===== config.mk =====
export PLATFORM = sky130hd
export DESIGN_NAME = cpu_sequencer
export DESIGN_NICKNAME = d
export VERILOG_FILES = /design/src/rtl/cpu_sequencer.sv
export SDC_FILE = /design/constraint.sdc
export NUM_CORES = 1
export LEC_CHECK = 0
export ABC_CLOCK_PERIOD_IN_PS = 4500
export CORE_ASPECT_RATIO = 1.5
export CORE_UTILIZATION = 40
export DETAILED_ROUTE_END_ITERATION = 6
export GPL_TIMING_DRIVEN = 0
export PLACE_DENSITY = 0.7
export SYNTH_ARGS = -nofsm -noshare
export SYNTH_HDL_FRONTEND = slang
export SYNTH_SLANG_ARGS = --single-unit

===== constraint.sdc =====
create_clock -name clk -period 4.5 [get_ports clk]
set_clock_uncertainty 0.2 [all_clocks]
set_input_delay 0.675 -clock clk [delete_from_list [all_inputs] [get_ports clk]]
set_output_delay 0.675 -clock clk [all_outputs]
set_load 0.02 [all_outputs]

===== src/rtl/cpu_sequencer.sv =====
// Multi-cycle control sequencer: DECODE -> EXEC [-> MEM] -> retire, with
// return-stack depth tracking, debug halt/resume and memory-ack timeout fault.
module cpu_sequencer #(
  parameter int STACK_DEPTH = 8,
  parameter int ACK_TIMEOUT = 16
) (
  input  logic       clk,
  input  logic       reset,
  input  logic [4:0] opcode,
  input  logic       c_flag,
  input  logic       z_flag,
  input  logic       mem_ack,
  input  logic       halt_req,
  input  logic       resume,
  output logic       pc_en,
  output logic       mem_req,
  output logic       mem_write,
  output logic       reg_write,
  output logic       push,
  output logic       pop,
  output logic [2:0] alu_op,
  output logic [1:0] pc_mux,
  output logic [1:0] reg_write_mux,
  output logic       alu_use_carry,
  output logic       alu_in_mux,
  output logic       reg_B_mux,
  output logic       select_c,
  output logic       select_z,
  output logic       write_c,
  output logic       write_z,
  output logic       halted,
  output logic       fault,
  output logic [3:0] stack_depth
);

  typedef enum logic [2:0] {
    S_DECODE,
    S_EXEC,
    S_MEM,
    S_HALTED,
    S_FAULT
  } state_t;

  localparam logic [3:0] DEPTH_MAX = 4'(STACK_DEPTH);
  localparam logic [3:0] TMO_LAST  = 4'(ACK_TIMEOUT - 1);

  state_t     state_q;
  logic [4:0] ir_q;
  logic [3:0] tmo_q;
  logic [3:0] depth_q;

  logic is_alu, is_imm, is_shift, is_load, is_store, is_mem, is_branch;
  logic is_jmp, is_jsr, is_ret, is_halt;
  logic br_taken, stk_fault, retire;
  state_t exit_state;

  always_comb begin
    is_alu    = (ir_q[4] == 1'b0);
    is_imm    = (ir_q[4:3] == 2'b01);
    is_shift  = (ir_q[4:2] == 3'b110);
    is_load   = (ir_q == 5'b10000);
    is_store  = (ir_q == 5'b10001);
    is_mem    = is_load | is_store;
    is_branch = (ir_q[4:2] == 3'b101);
    is_jmp    = (ir_q == 5'b11100);
    is_jsr    = (ir_q == 5'b11101);
    is_ret    = (ir_q == 5'b11110);
    is_halt   = (ir_q == 5'b11111);
    case (ir_q[1:0])
      2'b00:   br_taken = z_flag;
      2'b01:   br_taken = ~z_flag;
      2'b10:   br_taken = c_flag;
      default: br_taken = ~c_flag;
    endcase
    // Stack over/underflow is caught in EXEC, before any strobe fires.
    stk_fault  = (is_jsr && depth_q == DEPTH_MAX) || (is_ret && depth_q == 4'd0);
    retire     = reset && ((state_q == S_EXEC && !is_mem && !stk_fault) ||
                           (state_q == S_MEM && mem_ack));
    exit_state = (halt_req || is_halt) ? S_HALTED : S_DECODE;
  end

  always_ff @(posedge clk) begin
    if (!reset) begin
      state_q <= S_DECODE;
      ir_q    <= 5'd0;
      tmo_q   <= 4'd0;
      depth_q <= 4'd0;
    end else begin
      case (state_q)
        S_DECODE: begin
          ir_q    <= opcode;
          state_q <= S_EXEC;
        end
        S_EXEC: begin
          tmo_q <= 4'd0;
          if (is_mem)         state_q <= S_MEM;
          else if (stk_fault) state_q <= S_FAULT;
          else                state_q <= exit_state;
        end
        S_MEM: begin
          if (mem_ack)                state_q <= exit_state;
          else if (tmo_q == TMO_LAST) state_q <= S_FAULT;
          else                        tmo_q   <= tmo_q + 4'd1;
        end
        S_HALTED: if (resume) state_q <= S_DECODE;
        S_FAULT:  state_q <= S_FAULT;
        default:  state_q <= S_DECODE;
      endcase
      if (retire && is_jsr)      depth_q <= depth_q + 4'd1;
      else if (retire && is_ret) depth_q <= depth_q - 4'd1;
    end
  end

  // Selects follow IR continuously; strobes only in the retire cycle.
  always_comb begin
    pc_en         = 1'b0;
    mem_req       = 1'b0;
    mem_write     = 1'b0;
    reg_write     = 1'b0;
    push          = 1'b0;
    pop           = 1'b0;
    write_c       = 1'b0;
    write_z       = 1'b0;
    alu_op        = 3'b000;
    pc_mux        = 2'b00;
    reg_write_mux = 2'b00;
    alu_use_carry = 1'b0;
    alu_in_mux    = 1'b0;
    reg_B_mux     = 1'b0;
    select_c      = 1'b0;
    select_z      = 1'b0;
    halted        = 1'b0;
    fault         = 1'b0;
    stack_depth   = 4'd0;
    if (reset) begin
      if (is_alu) begin
        alu_op        = ir_q[2:0];
        alu_use_carry = (ir_q[2:0] == 3'b001) || (ir_q[2:0] == 3'b011);
      end
      alu_in_mux = is_imm | is_mem;
      reg_B_mux  = is_store;
      select_c   = is_shift;
      select_z   = is_shift;
      if (is_shift)     reg_write_mux = 2'b01;
      else if (is_load) reg_write_mux = 2'b10;
      if (is_branch)             pc_mux = br_taken ? 2'b01 : 2'b00;
      else if (is_jmp || is_jsr) pc_mux = 2'b10;
      else if (is_ret)           pc_mux = 2'b11;
      mem_req   = (state_q == S_MEM);
      mem_write = (state_q == S_MEM) && is_store;
      if (retire) begin
        pc_en     = ~is_halt;
        reg_write = is_alu | is_shift | is_load;
        write_c   = is_alu | is_shift;
        write_z   = is_alu | is_shift;
        push      = is_jsr;
        pop       = is_ret;
      end
      halted      = (state_q == S_HALTED);
      fault       = (state_q == S_FAULT);
      stack_depth = depth_q;
    end
  end

endmodule


Word-level counts from Yosys, hierarchy flattened
Cells that the tools add are included.
{"block": "totals", "regBits": 16, "latchBits": 0, "mem_bits_rw": 0, "mem_bits_ro": 0, "input_bits": 12, "out_inout_bits": 26, "wordCells": 104, "n_memories": 0}
{"block": "classes", "n_addsub": 3, "n_mul": 0, "n_div": 0, "n_lt_le_gt_ge": 0, "eq_ne": 23, "n_shift": 0, "mux": 43, "bitwise": 8, "n_reduce_logical": 23}
{"cell": "5-bit == test (second input constant)", "n": 6}
{"cell": "3-bit 2-to-1 mux", "n": 7}
{"cell": "1-bit 2-to-1 mux", "n": 20}
{"cell": "4-bit 2-to-1 mux", "n": 5}
{"cell": "2-bit 2-to-1 mux", "n": 8}
{"cell": "3-bit case mux with 5 select lines", "n": 1}
{"cell": "3-bit by 2-bit == test with 1-bit output (second input constant)", "n": 3}
{"cell": "3-bit == test (second input constant)", "n": 3}
{"cell": "1-bit logical AND", "n": 9}
{"cell": "4-bit by 1-bit adder with 4-bit output (second input constant)", "n": 2}
{"cell": "4-bit == test (second input constant)", "n": 2}
{"cell": "4-bit case mux with 2 select lines", "n": 1}
{"cell": "3-bit by 1-bit == test with 1-bit output (second input constant)", "n": 2}
{"cell": "2-bit inequality test (second input constant)", "n": 3}
{"cell": "1-bit logical OR", "n": 5}
{"cell": "2-bit by 1-bit == test with 1-bit output (second input constant)", "n": 2}
{"cell": "4-bit logical NOT", "n": 1}
{"cell": "1-bit NOT", "n": 4}
{"cell": "1-bit OR", "n": 4}
{"cell": "2-bit nonzero test", "n": 2}
{"cell": "4-bit by 1-bit subtractor with 4-bit output (second input constant)", "n": 1}
{"cell": "3-bit logical NOT", "n": 1}
{"cell": "3-bit by 2-bit inequality test with 1-bit output (second input constant)", "n": 1}
{"cell": "1-bit case mux with 3 select lines", "n": 1}
{"cell": "5 further kinds", "n": 6}

Longest topological paths before layout
{"block": "logic_depth", "depth_word": 10, "mapped_depth": 13, "ltp_nobuf": 11}

Least setup slack after synthesis
No wires, ideal clock.
{"block": "synth_path", "path_kind": "reg-to-reg", "startpoint": "register ir_q[3]", "endpoint": "register depth_q[3]", "setup_ns": 0.071, "t_arrival_ns": 3.016, "required_ns": 4.229, "slack_ns": 1.213, "path_stages_with_launch": 14, "path_buffers": 2, "period_less_slack_ns": 3.287, "cell_sequence": "dfxtp_1 -> buf_6 -> or4b_1 -> buf_2 -> and3_4 -> a22o_4 -> nand2_1 -> or2_2 -> ha_1 -> a21o_1 -> a21oi_1 -> mux2_2 -> or4_1 -> a21oi_1"}
{"block": "synth_between", "elab_chain_cells": 9, "word_cells_on_any_way": 18, "classes_between": "eq/ne: 4; mux: 1; bitwise: 1; reduce/logical: 12"}
{"item": "start: declaration", "line": "48", "rtl": "logic [4:0] ir_q;"}
{"item": "start signal: assignment", "line": "91", "rtl": "ir_q <= opcode;"}
{"item": "5-bit == test (on tied branches)"}
{"item": "1-bit OR or 1-bit logical AND (tied branches)", "line": "63, 76"}
{"item": "1-bit logical NOT or 1-bit logical OR (tied branches)", "line": "77, 76"}
{"item": "1-bit logical AND or 1-bit logical NOT (tied branches)", "line": "77", "rtl": "retire = reset && ((state_q == S_EXEC && !is_mem && !stk_fault) ||"}
{"item": "1-bit logical AND", "line": "77"}
{"item": "1-bit logical OR", "line": "77"}
{"item": "1-bit logical AND", "line": "77"}
{"item": "1-bit logical AND (on tied branches)", "line": "109, 110"}
{"item": "4-bit 2-to-1 mux or 2-bit nonzero test (tied branches)"}
{"item": "end signal: assignment", "line": "109", "rtl": "if (retire && is_jsr) depth_q <= depth_q + 4'd1;"}
{"item": "end signal: assignment", "line": "110", "rtl": "else if (retire && is_ret) depth_q <= depth_q - 4'd1;"}
{"item": "end: declaration", "line": "50", "rtl": "logic [3:0] depth_q;"}
Several ways; a longest one is shown, not always the timed one.
A chain may end at the register's enable or synchronous reset.

Worst setup path in the final report
{"block": "layout_path", "startpoint": "input port reset", "endpoint": "register depth_q[3]"}
{"block": "layout_between", "elab_chain_cells": 3, "word_cells_on_any_way": 5, "classes_between": "mux: 1; reduce/logical: 4"}
{"item": "start: declaration", "line": "8", "rtl": "input logic reset,"}
{"item": "1-bit logical AND", "line": "77"}
{"item": "1-bit logical AND (on tied branches)", "line": "109, 110"}
{"item": "4-bit 2-to-1 mux or 2-bit nonzero test (tied branches)"}
Several ways; a longest one is shown, not always the timed one.

==> reports/summary.txt <==
Max-cap violations = 0
RSZ-0062 raised after global routing = false
NumNets Final = 208
antenna violations before repair = 0
worst-path fanout max = 7
pin count of the biggest net entering global routing = 11
Cells after Synth = 150
DIE AREA = 0.00325 mm2
drt pass-1 iters = 6
start of the worst register-to-register path = state_q[1]
die width = 46.9 um
Final Hold Viols = 0
synth top area cells = dfxtp_1 26%, and2_1 6.7%, mux2i_1 6.6%
hold crit path type = flop to flop
Skew-Pair Late Insertion Delay = 0.25 ns
CP Capture Type = flop
Hold Path Cell Cnt = 2
Routed WL per cell = 13.3 um
peak supply drop = 0.000284 V
std cell rows = 24
kind of cell adding the most delay to the critical path = simple AND/OR/NAND/NOR gates
worst r2r dst = depth_q[3]
Layout area overhead = 39.2%
crit path launch type = input port
DRT Wirelength = 3060 um
worst path arrival time = 3.64 ns
f_max = 273 MHz
total grt overflow = 0
Post-synth EDFFs = 0
Synth top area share = 26.5%
flop-to-flop setup slack = 0.88 ns
first-pass GRT wire length = 5230 um
post-synth top area cell = dfxtp_1
Worst path slowest cell = clkdlybuf4s50_1
Hold Path End = tmo_q[1]
Crit path buffers/inverters = 1
Post-DP HPWL = 2390 um
I/O Pins = 38
syn_area_per_cell = 8.07 um2
Placer Congestion = 0.827
Mapped Area = 0.00121 mm2
Final period util = 81.4%
post-cts sizing count = 0
pwr dens = 276 mW/mm2
# setup viols final = 0
Top FF cell, synth = dfxtp_1
synth unique cells = 44
vias in the first global route = 1170
slowest stage delay, CP = 0.60 ns
DRT iter0 DRCs = 16
postcts setup bufs = 0
relative slew slack = 34.7%
Setup CP Type = input port to flop
Final TNS setup = 0 ns
via/cell ratio = 5.35
via count = 1231
Final min period = 3.66 ns
CTS Hold Bufs = 0
worst-margin pin slew = 0.972 ns
Remaining DRCs = 1
cts bufs inserted = 3
Leakage = 0.664 nW
GRT Resource Usage Total = 20.9%
Core Region = 0.00288 mm2
reg2reg path depth = 12
layout cells sized above 1 = 9.42%
violated checks = design-rule violations
hold path startpoint = tmo_q[1]
Initial Util = 42.0%
Fin Hold WS = 0.311 ns
post-synthesis register bit count = 16
yosys warns = 0
Final Util = 58.4%
Clock Tree Buf Depth = 2
WP data required = 4.48 ns
CP cell instances = clkdlybuf4s50_1 > and3_4 > a22o_4 > nand2_1 > or2_2 > ha_1 > a21o_1 > a21oi_1 > mux2_2 > or4_1 > a21oi_1
root buffer cell = clkbuf_8
diode count = 0
PortBufs = 37
status = finished with violations
clk slew on worst S/H paths = 0.07 ns
Synthesized Nets = 166
TritonCTS clock tree = yes
H-tree levels = 1
Die Ht = 69.4 um
Antenna Nets Post-Route = 0
most used cell, CP = a21oi_1
Synth async-reset ratio = 0%
sequential share of the synthesized area = 26.5%
clk sink count = 16
Max Slew Vio Count = 0
## cell usage after synthesis, types with 2 or more instances
cell type  instances
nor2_1            21
dfxtp_1           16
and2_1            13
nand2_1           10
mux2i_1            8
a21oi_1            7
clkbuf_1           7
and3_1             4
nand2b_1           4
nand3_1            4
nor3b_1            4
a31oi_1            3
buf_4              3
ha_1               3
mux2_1             3
nor3_1             3
xor2_1             3
and3b_1            2
buf_2              2
buf_6              2
o21a_1             2
o22a_1             2
o22ai_1            2
or2_2              2
## through the flow
stage               power [mW]  instance area, um2  worst slack [ns]  cells
detailed placement       0.338                1630             0.602    226
global route             0.492                1680             0.633    230
finish                   0.464                1680             0.839    230
CTS                      0.466                1680             0.849    230
global placement         0.335                1630             0.643    226
floorplan                0.281                1210              1.21    150
## per-layer routing
layer | GRT usage [%] | up-vias | share of wire [%]
li1 | - | 608 | -
met2 | 36.1 | 31 | 54
met4 | 5.71 | 0 | 2.1
met5 | 0 | - | 0
met1 | 25.6 | 586 | 40
met3 | 3.13 | 6 | 4.1
## cell usage in the layout, fill, tap and decap left out, drive strengths merged, types with 2 or more instances in the layout
master          n
mux2i           8
or2             2
nand2b          4
a21oi           7
mux2            4
buf             7
and2           13
a31oi           3
and3            5
nand3           5
nor3b           4
nor2           21
dfxtp          16
ha              3
nand2          10
o22ai           2
nor3            3
o22a            2
clkbuf         11
xor2            3
clkdlybuf4s50  37
o211ai          2
o21a            2
and3b           2
## cell type report
class | instances | area, um2
Fill cell | 291 | 1200
Multi-Input combinational cell | 119 | 805
Timing Repair Buffer | 37 | 370
Sequential cell | 16 | 320
Buffer | 14 | 81.3
Clock buffer | 4 | 55.1
Tap cell | 39 | 48.8
Inverter | 1 | 3.75
## tightest hold or removal path, delay by kind of cell (launching register included)
family	cells	cell delay, ns
flip-flops	1	0.33
AND/OR/NAND/NOR	1	0.07
AO/OA/AOI/OAI	1	0.06
## where the power goes
part           switching (mW)  leakage [nW]  total [mW]  internal (mW)
clock                  0.0516        0.0288       0.129         0.0775
combinational          0.0926         0.505       0.176         0.0831
sequential            0.00767         0.130       0.159          0.152
## worst max path at each step
| stage | from | endpoint | slack [ns] | depth (start not counted) |
|---|---|---|---|---|
| after floorplan | ir_q[3] | depth_q[3] | 1.21 | 13 |
| after global placement | reset | depth_q[3] | 0.64 | 11 |
| after detailed placement | reset | depth_q[3] | 0.60 | 11 |
| after CTS | reset | depth_q[3] | 0.85 | 11 |
| after global routing | state_q[1] | depth_q[3] | 0.63 | 12 |
| final | reset | depth_q[3] | 0.84 | 11 |
## state kept, by name, indices dropped and copies added (netlist names)
name / cells
ir_q: 5
tmo_q: 4
depth_q: 4
state_q: 3
## kinds of logic after synthesis
| family | count (synthesis) | synth area share [%] |
|---|---|---|
| xor+xnor | 3 | 2.17 |
| flops | 16 | 26.5 |
| mux | 12 | 10.3 |
| simple gates | 75 | 34.0 |
| buf+inv | 15 | 7.03 |
| fa+ha+maj | 4 | 4.76 |
| compound gates | 25 | 15.2 |
Power figures use the tool's default switching activity.
